File: config.mk
export PLATFORM = sky130hd
export DESIGN_NAME = issue_queue
export DESIGN_NICKNAME = d
export VERILOG_FILES = /design/src/rtl/issue_queue.sv
export SDC_FILE = /design/constraint.sdc
export NUM_CORES = 2
export LEC_CHECK = 0
export CORE_MARGIN = 2
export CORE_UTILIZATION = 30
export DETAILED_ROUTE_END_ITERATION = 8
export GPL_TIMING_DRIVEN = 0
export HOLD_SLACK_MARGIN = 0.15
export MAX_ROUTING_LAYER = met4
export PLACE_DENSITY = 0.52
export SYNTH_ARGS = -nofsm -noshare
export SYNTH_HDL_FRONTEND = slang
export SYNTH_SLANG_ARGS = --single-unit
export TNS_END_PERCENT = 30
File: constraint.sdc
create_clock -name clk -period 24.9 [get_ports clk]
set_input_delay 2.49 -clock clk [delete_from_list [all_inputs] [get_ports clk]]
set_output_delay 2.49 -clock clk [all_outputs]
set_load 0.005 [all_outputs]
File: src/rtl/issue_queue.sv
// 32-entry out-of-order issue queue: dispatch into the lowest free slot, wakeup by tag
// broadcast, select-tree grant, registered issue port. Optional macro: IQ_ISSUE_WAKEUP_EN.
module issue_queue #(
    parameter int unsigned PREG_W    = 6,
    parameter int unsigned PAYLOAD_W = 64,
    parameter int unsigned DEPTH     = 32
) (
    input  logic                 clk,
    input  logic                 rst,
    input  logic                 flush,
    input  logic                 disp_valid,
    output logic                 disp_ready,
    input  logic [PREG_W-1:0]    disp_src0,
    input  logic                 disp_src0_rdy,
    input  logic [PREG_W-1:0]    disp_src1,
    input  logic                 disp_src1_rdy,
    input  logic [PREG_W-1:0]    disp_dst,
    input  logic [PAYLOAD_W-1:0] disp_payload,
    input  logic                 wb_valid,
    input  logic [PREG_W-1:0]    wb_preg,
    output logic [DEPTH-1:0]     req_vec,
    input  logic                 sel_valid,
    input  logic [4:0]           sel_addr,
    output logic                 iss_valid,
    output logic [PREG_W-1:0]    iss_dst,
    output logic [PAYLOAD_W-1:0] iss_payload,
    output logic [5:0]           count
);

    logic [DEPTH-1:0]     valid_q;
    logic [DEPTH-1:0]     src0_rdy_q;
    logic [DEPTH-1:0]     src1_rdy_q;
    logic [PREG_W-1:0]    src0_q    [DEPTH];
    logic [PREG_W-1:0]    src1_q    [DEPTH];
    logic [PREG_W-1:0]    dst_q     [DEPTH];
    logic [PAYLOAD_W-1:0] payload_q [DEPTH];
    logic [5:0]           count_q, count_d;
    logic                 iss_valid_q;
    logic [PREG_W-1:0]    iss_dst_q;
    logic [PAYLOAD_W-1:0] iss_payload_q;

    logic                 disp_fire, issue_fire;
    logic [4:0]           free_idx;
    logic                 iw_valid;
    logic [PREG_W-1:0]    iw_preg;

    assign req_vec     = valid_q & src0_rdy_q & src1_rdy_q;
    assign disp_ready  = (count_q != 6'd32);
    assign disp_fire   = disp_valid && disp_ready && !flush;
    assign issue_fire  = sel_valid && req_vec[sel_addr] && !flush;
    assign count       = count_q;
    assign iss_valid   = iss_valid_q;
    assign iss_dst     = iss_dst_q;
    assign iss_payload = iss_payload_q;

`ifdef IQ_ISSUE_WAKEUP_EN
    // Issued dst doubles as a wakeup tag so a dependent op can request next cycle.
    assign iw_valid = issue_fire;
    assign iw_preg  = dst_q[sel_addr];
`else
    assign iw_valid = 1'b0;
    assign iw_preg  = '0;
`endif

    function automatic logic tag_hit(input logic [PREG_W-1:0] tag);
        return (wb_valid && (wb_preg == tag)) || (iw_valid && (iw_preg == tag));
    endfunction

    always_comb begin
        free_idx = '0;
        for (int i = DEPTH - 1; i >= 0; i--) begin
            if (!valid_q[i]) free_idx = 5'(i);
        end
    end

    always_comb begin
        count_d = count_q;
        unique case ({disp_fire, issue_fire})
            2'b10:   count_d = count_q + 6'd1;
            2'b01:   count_d = count_q - 6'd1;
            default: ;
        endcase
    end

    always_ff @(posedge clk) begin
        if (rst) begin
            valid_q       <= '0;
            count_q       <= '0;
            iss_valid_q   <= 1'b0;
            iss_dst_q     <= '0;
            iss_payload_q <= '0;
        end else if (flush) begin
            valid_q     <= '0;
            count_q     <= '0;
            iss_valid_q <= 1'b0;
        end else begin
            iss_valid_q <= issue_fire;
            if (issue_fire) begin
                valid_q[sel_addr] <= 1'b0;
                iss_dst_q         <= dst_q[sel_addr];
                iss_payload_q     <= payload_q[sel_addr];
            end
            // The free slot is never the issued one, so both updates can coexist.
            if (disp_fire) valid_q[free_idx] <= 1'b1;
            count_q <= count_d;
        end
    end

    // Entry payload/tags carry no reset; they are qualified by valid_q.
    always_ff @(posedge clk) begin
        for (int i = 0; i < DEPTH; i++) begin
            if (valid_q[i] && tag_hit(src0_q[i])) src0_rdy_q[i] <= 1'b1;
            if (valid_q[i] && tag_hit(src1_q[i])) src1_rdy_q[i] <= 1'b1;
        end
        if (disp_fire) begin
            src0_q[free_idx]     <= disp_src0;
            src1_q[free_idx]     <= disp_src1;
            src0_rdy_q[free_idx] <= disp_src0_rdy || tag_hit(disp_src0);
            src1_rdy_q[free_idx] <= disp_src1_rdy || tag_hit(disp_src1);
            dst_q[free_idx]      <= disp_dst;
            payload_q[free_idx]  <= disp_payload;
        end
    end

endmodule

==> summary.md <==
| Metric | Value |
|---|---|
| Cell count after synthesis | 5894 |
| Vias in the first global route | 61139 |
| Post-CTS sizing | 0 |
| Synth-to-layout area growth | 19.4% |
| Clk_skew | 0.0856 ns |
| Synthesized net count | 6001 |
| Cell Rows | 220 |
| Combinational share of power | 0.053 |
| Violations in the final reports | max-capacitance violations, max-slew violations |
| CTS buffer count | 285 |
| Most common cell after layout, fill and taps aside | edfxtp_1 |
| Post-synth top flop | edfxtp_1 |
| Final Wtd Congestion | 0.861 |
| Placed cell count | 11094 |
| Max-slew violations | 57 |
| Power Total | 0.00991 W |
| Most frequent cells in the layout | edfxtp_1 (2624), mux2i_1 (865), o22ai_1 (343), clkbuf_16 (295), xor2_1 (201) |
| Clk Latency, worst-skew pair | 0.90 ns |
| Vias post-DR | 63401 |
| Syn avg cell area | 18.4 µm² |
| Routed Antenna Nets | 0 |
| Seq pwr share | 0.522 |
| Via/cell ratio | 5.45 |
| Die area | 366000 µm² |
| Crit path cell chain | clkdlybuf4s50_1 > or4b_1 > clkbuf_1 > a211oi_1 > or4_1 > or2_1 > buf_2 > nor2_8 > buf_6 > ha_1 > ha_1 > a21o_1 > a21o_1 > a21o_1 > a311oi_1 > xor2_1 > nor2_1 |
| Post-synth EDFFs | 2624 |
| Async S/R FF share, synth | 0 |
| Number of top-level pins | 211 |
| Fin crit period | 7.47 ns |
| CTS clk-pin slew, worst paths | 0.06 ns |
| Final worst-path cycle share | 0.300 |
| Worst Setup Slack post-DPL | 16.65 ns |
| Sw frac | 0.222 |
| PortBufs | 208 |
| YS warnings | 0 |
| Cell taking the most area after synthesis | edfxtp_1 |
| CTS Sinks | 2797 |
| Global-route wire length before repair | 541000 µm |
| Leakage | 42.7 nW |
| DR DRC count | 0 |
| Final hold violation count | 0 |
| Area contributors post-synth | edfxtp_1 (73%), mux2i_1 (8.0%), mux4_2 (3.3%), dfxtp_1 (3.2%), o22ai_1 (2.0%) |
| H-tree depth | 5 |
| Slew @ Worst Pin | 1.57 ns |
| CTS Root Cell | clkbuf_16 |
| Slowest stage delay, CP | 0.88 ns |
| Setup bufs post-CTS | 0 |
| #FFs+latches synth | 2797 |
| Final TNS setup | 0 ns |
| Final WL | 408000 µm |
| VDD IR max | 55.6 µV |
| Fmax | 134 MHz |
| Slew headroom | -0.0533 |
| Post-Syn Area | 108000 µm² |
| Drt pass-1 iters | 6 |
| Top cell type's share of synthesized area | 0.727 |
| Psw | 0.00220 W |
| Clock share of power | 0.425 |
| Longest Clk Path Bufs | 4 |
| RSZ-0062 raised after global routing | false |
| Die width | 605 µm |
| Grt ovf | 0 |
| Critical path endpoint category | flop |
| Post-CTS Hold Buffers | 0 |
| Number of fillers in the final layout | 33451 |
| Chip height | 605 µm |
| Initial Util | 0.302 |
| CORE AREA | 359000 µm² |
| Crit path kind | in -> reg |
| Final Non-Filler Cells | 11631 |
| Sequential area share after synthesis | 0.759 |
| Cell mode on critical path | a21o_1 |
| Max-Cap Viols | 8 |
| PD cells | 76.6 nW/µm² |
| WL/cell | 35.1 µm |
| Pin count of the biggest net entering global routing | 58 |
| Hold/Removal Path Class | reg -> reg |
| Final WS setup | 17.43 ns |
| CP Data Arrival Time | 8.19 ns |
| Initial detailed-routing violation count | 8796 |
| Crit path launch type | primary input |
| HPWL Detailed | 269000 µm |
| Slowest-stage cell, CP | clkbuf_1 |
| Critical path required time | 25.62 ns |
| NumNets Final | 6715 |
| Initial antenna violation count | 57 |
| Synth unique cells | 76 |
| Total track usage | 0.224 |
| Layout cell share with drive strength beyond 1 | 0.157 |
| Internal Power | 0.00771 W |
| Final Setup Violations | 0 |
| CTS tree | done |
| Maximum fanout along the worst path | 10 |
| Status | finished, violations left |
[critical path, delay by kind of cell]
| kind | cells | cell delay (ns) |
|---|---|---|
| buffers and inverters | 4 | 2.10 |
| adders and majority gates | 2 | 0.66 |
| xor gates and xnor gates | 1 | 0.18 |
| AOI/OAI and AO/OA | 5 | 1.25 |
| and+or+nand+nor | 5 | 1.47 |
[synth_stat cells (5+ instances only)]
cell,number
clkbuf_1,159
a22o_1,16
o22ai_1,343
o41ai_1,5
mux4_2,160
nor3_1,31
nor4_1,124
nand4bb_1,6
buf_6,8
nand2_1,137
a311oi_2,6
mux2i_1,865
dfxtp_1,173
a21oi_1,93
a211oi_2,16
xnor2_1,200
nand4_1,14
ha_1,5
or4_1,6
a211oi_1,66
buf_2,137
buf_4,11
buf_1,31
a211o_1,6
o221ai_1,60
inv_1,33
xor2_1,201
and3_1,35
o2bb2ai_1,9
nand4b_1,5
nand2b_1,5
nor3_2,6
a41oi_1,85
a311oi_1,52
a21o_1,5
edfxtp_1,2624
nand3_1,41
nor2_1,28
and4b_1,10
[power by group through the flow]
stage	sequential, W	clock, W	combinational [W]
after floorplan	0.00526	0	0.000233
after global placement	0.00527	0	0.000505
after detailed placement	0.00527	0	0.000522
after CTS	0.00517	0.00424	0.000523
after global routing	0.00517	0.00441	0.000544
final	0.00517	0.00421	0.000528
[state kept, by name, summed over array words and instances, names as in the netlist]
name         count
iss_valid        1
dst_q          192
payload_q     2048
valid_q         32
src1_rdy_q      32
count            6
src0_q         192
iss_dst          6
iss_payload     64
src1_q         192
src0_rdy_q      32
[cell families after synthesis]
family                     share of synthesized area
xor gates and xnor gates                      0.0324
and+or+nand+nor                               0.0257
muxes                                          0.113
DFF                                            0.759
adders and majority gates                   0.000762
buffers and inverters                         0.0157
AOI/OAI and AO/OA                             0.0535
[worst paths after layout]
check	slack [ns]	depth (start not counted)	start	end
max reg2reg	19.70	16	valid_q[10]$_SDFF_PP0_	count[5]$_SDFFE_PP0P_
max	17.43	17	sel_addr[0]	count[5]$_SDFFE_PP0P_
min	0.52	2	src0_rdy_q[3]$_DFF_P_	src0_rdy_q[3]$_DFF_P_
min reg2reg	0.52	2	src0_rdy_q[3]$_DFF_P_	src0_rdy_q[3]$_DFF_P_
[routing by layer]
| layer | GRT usage | vias up | routed length (µm) |
|---|---|---|---|
| met5 | - | - | 0 |
| met4 | 0.0900 | 0 | 18900 |
| met3 | 0.0369 | 726 | 36300 |
| met2 | 0.354 | 3497 | 192000 |
| met1 | 0.287 | 33773 | 161000 |
| li1 | - | 25405 | - |
[layout make-up]
cell class | instances | area [µm²] | area share
Antenna cell | 34 | 85.1 | 0.000657
Buffer | 348 | 1660 | 0.0128
Clock buffer | 374 | 7820 | 0.0604
Clock inverter | 129 | 1110 | 0.00860
Inverter | 33 | 214 | 0.00165
Multi-Input combinational cell | 2716 | 24600 | 0.190
Sequential cell | 2797 | 82300 | 0.635
Tap cell | 4773 | 5970 | 0.0461
Timing Repair Buffer | 427 | 5770 | 0.0446
[per-stage QoR]
step	cell area [µm²]	utilization	hold WS, ns
2_1_floorplan	108000	-	0.472
3_3_place_gp	116000	0.324	0.492
3_5_place_dp	120000	0.335	0.509
4_1_cts	129000	0.360	0.521
5_1_grt	129000	0.360	0.537
6_report	129000	0.360	0.518
Note: power is estimated with default switching activity, not from simulation.
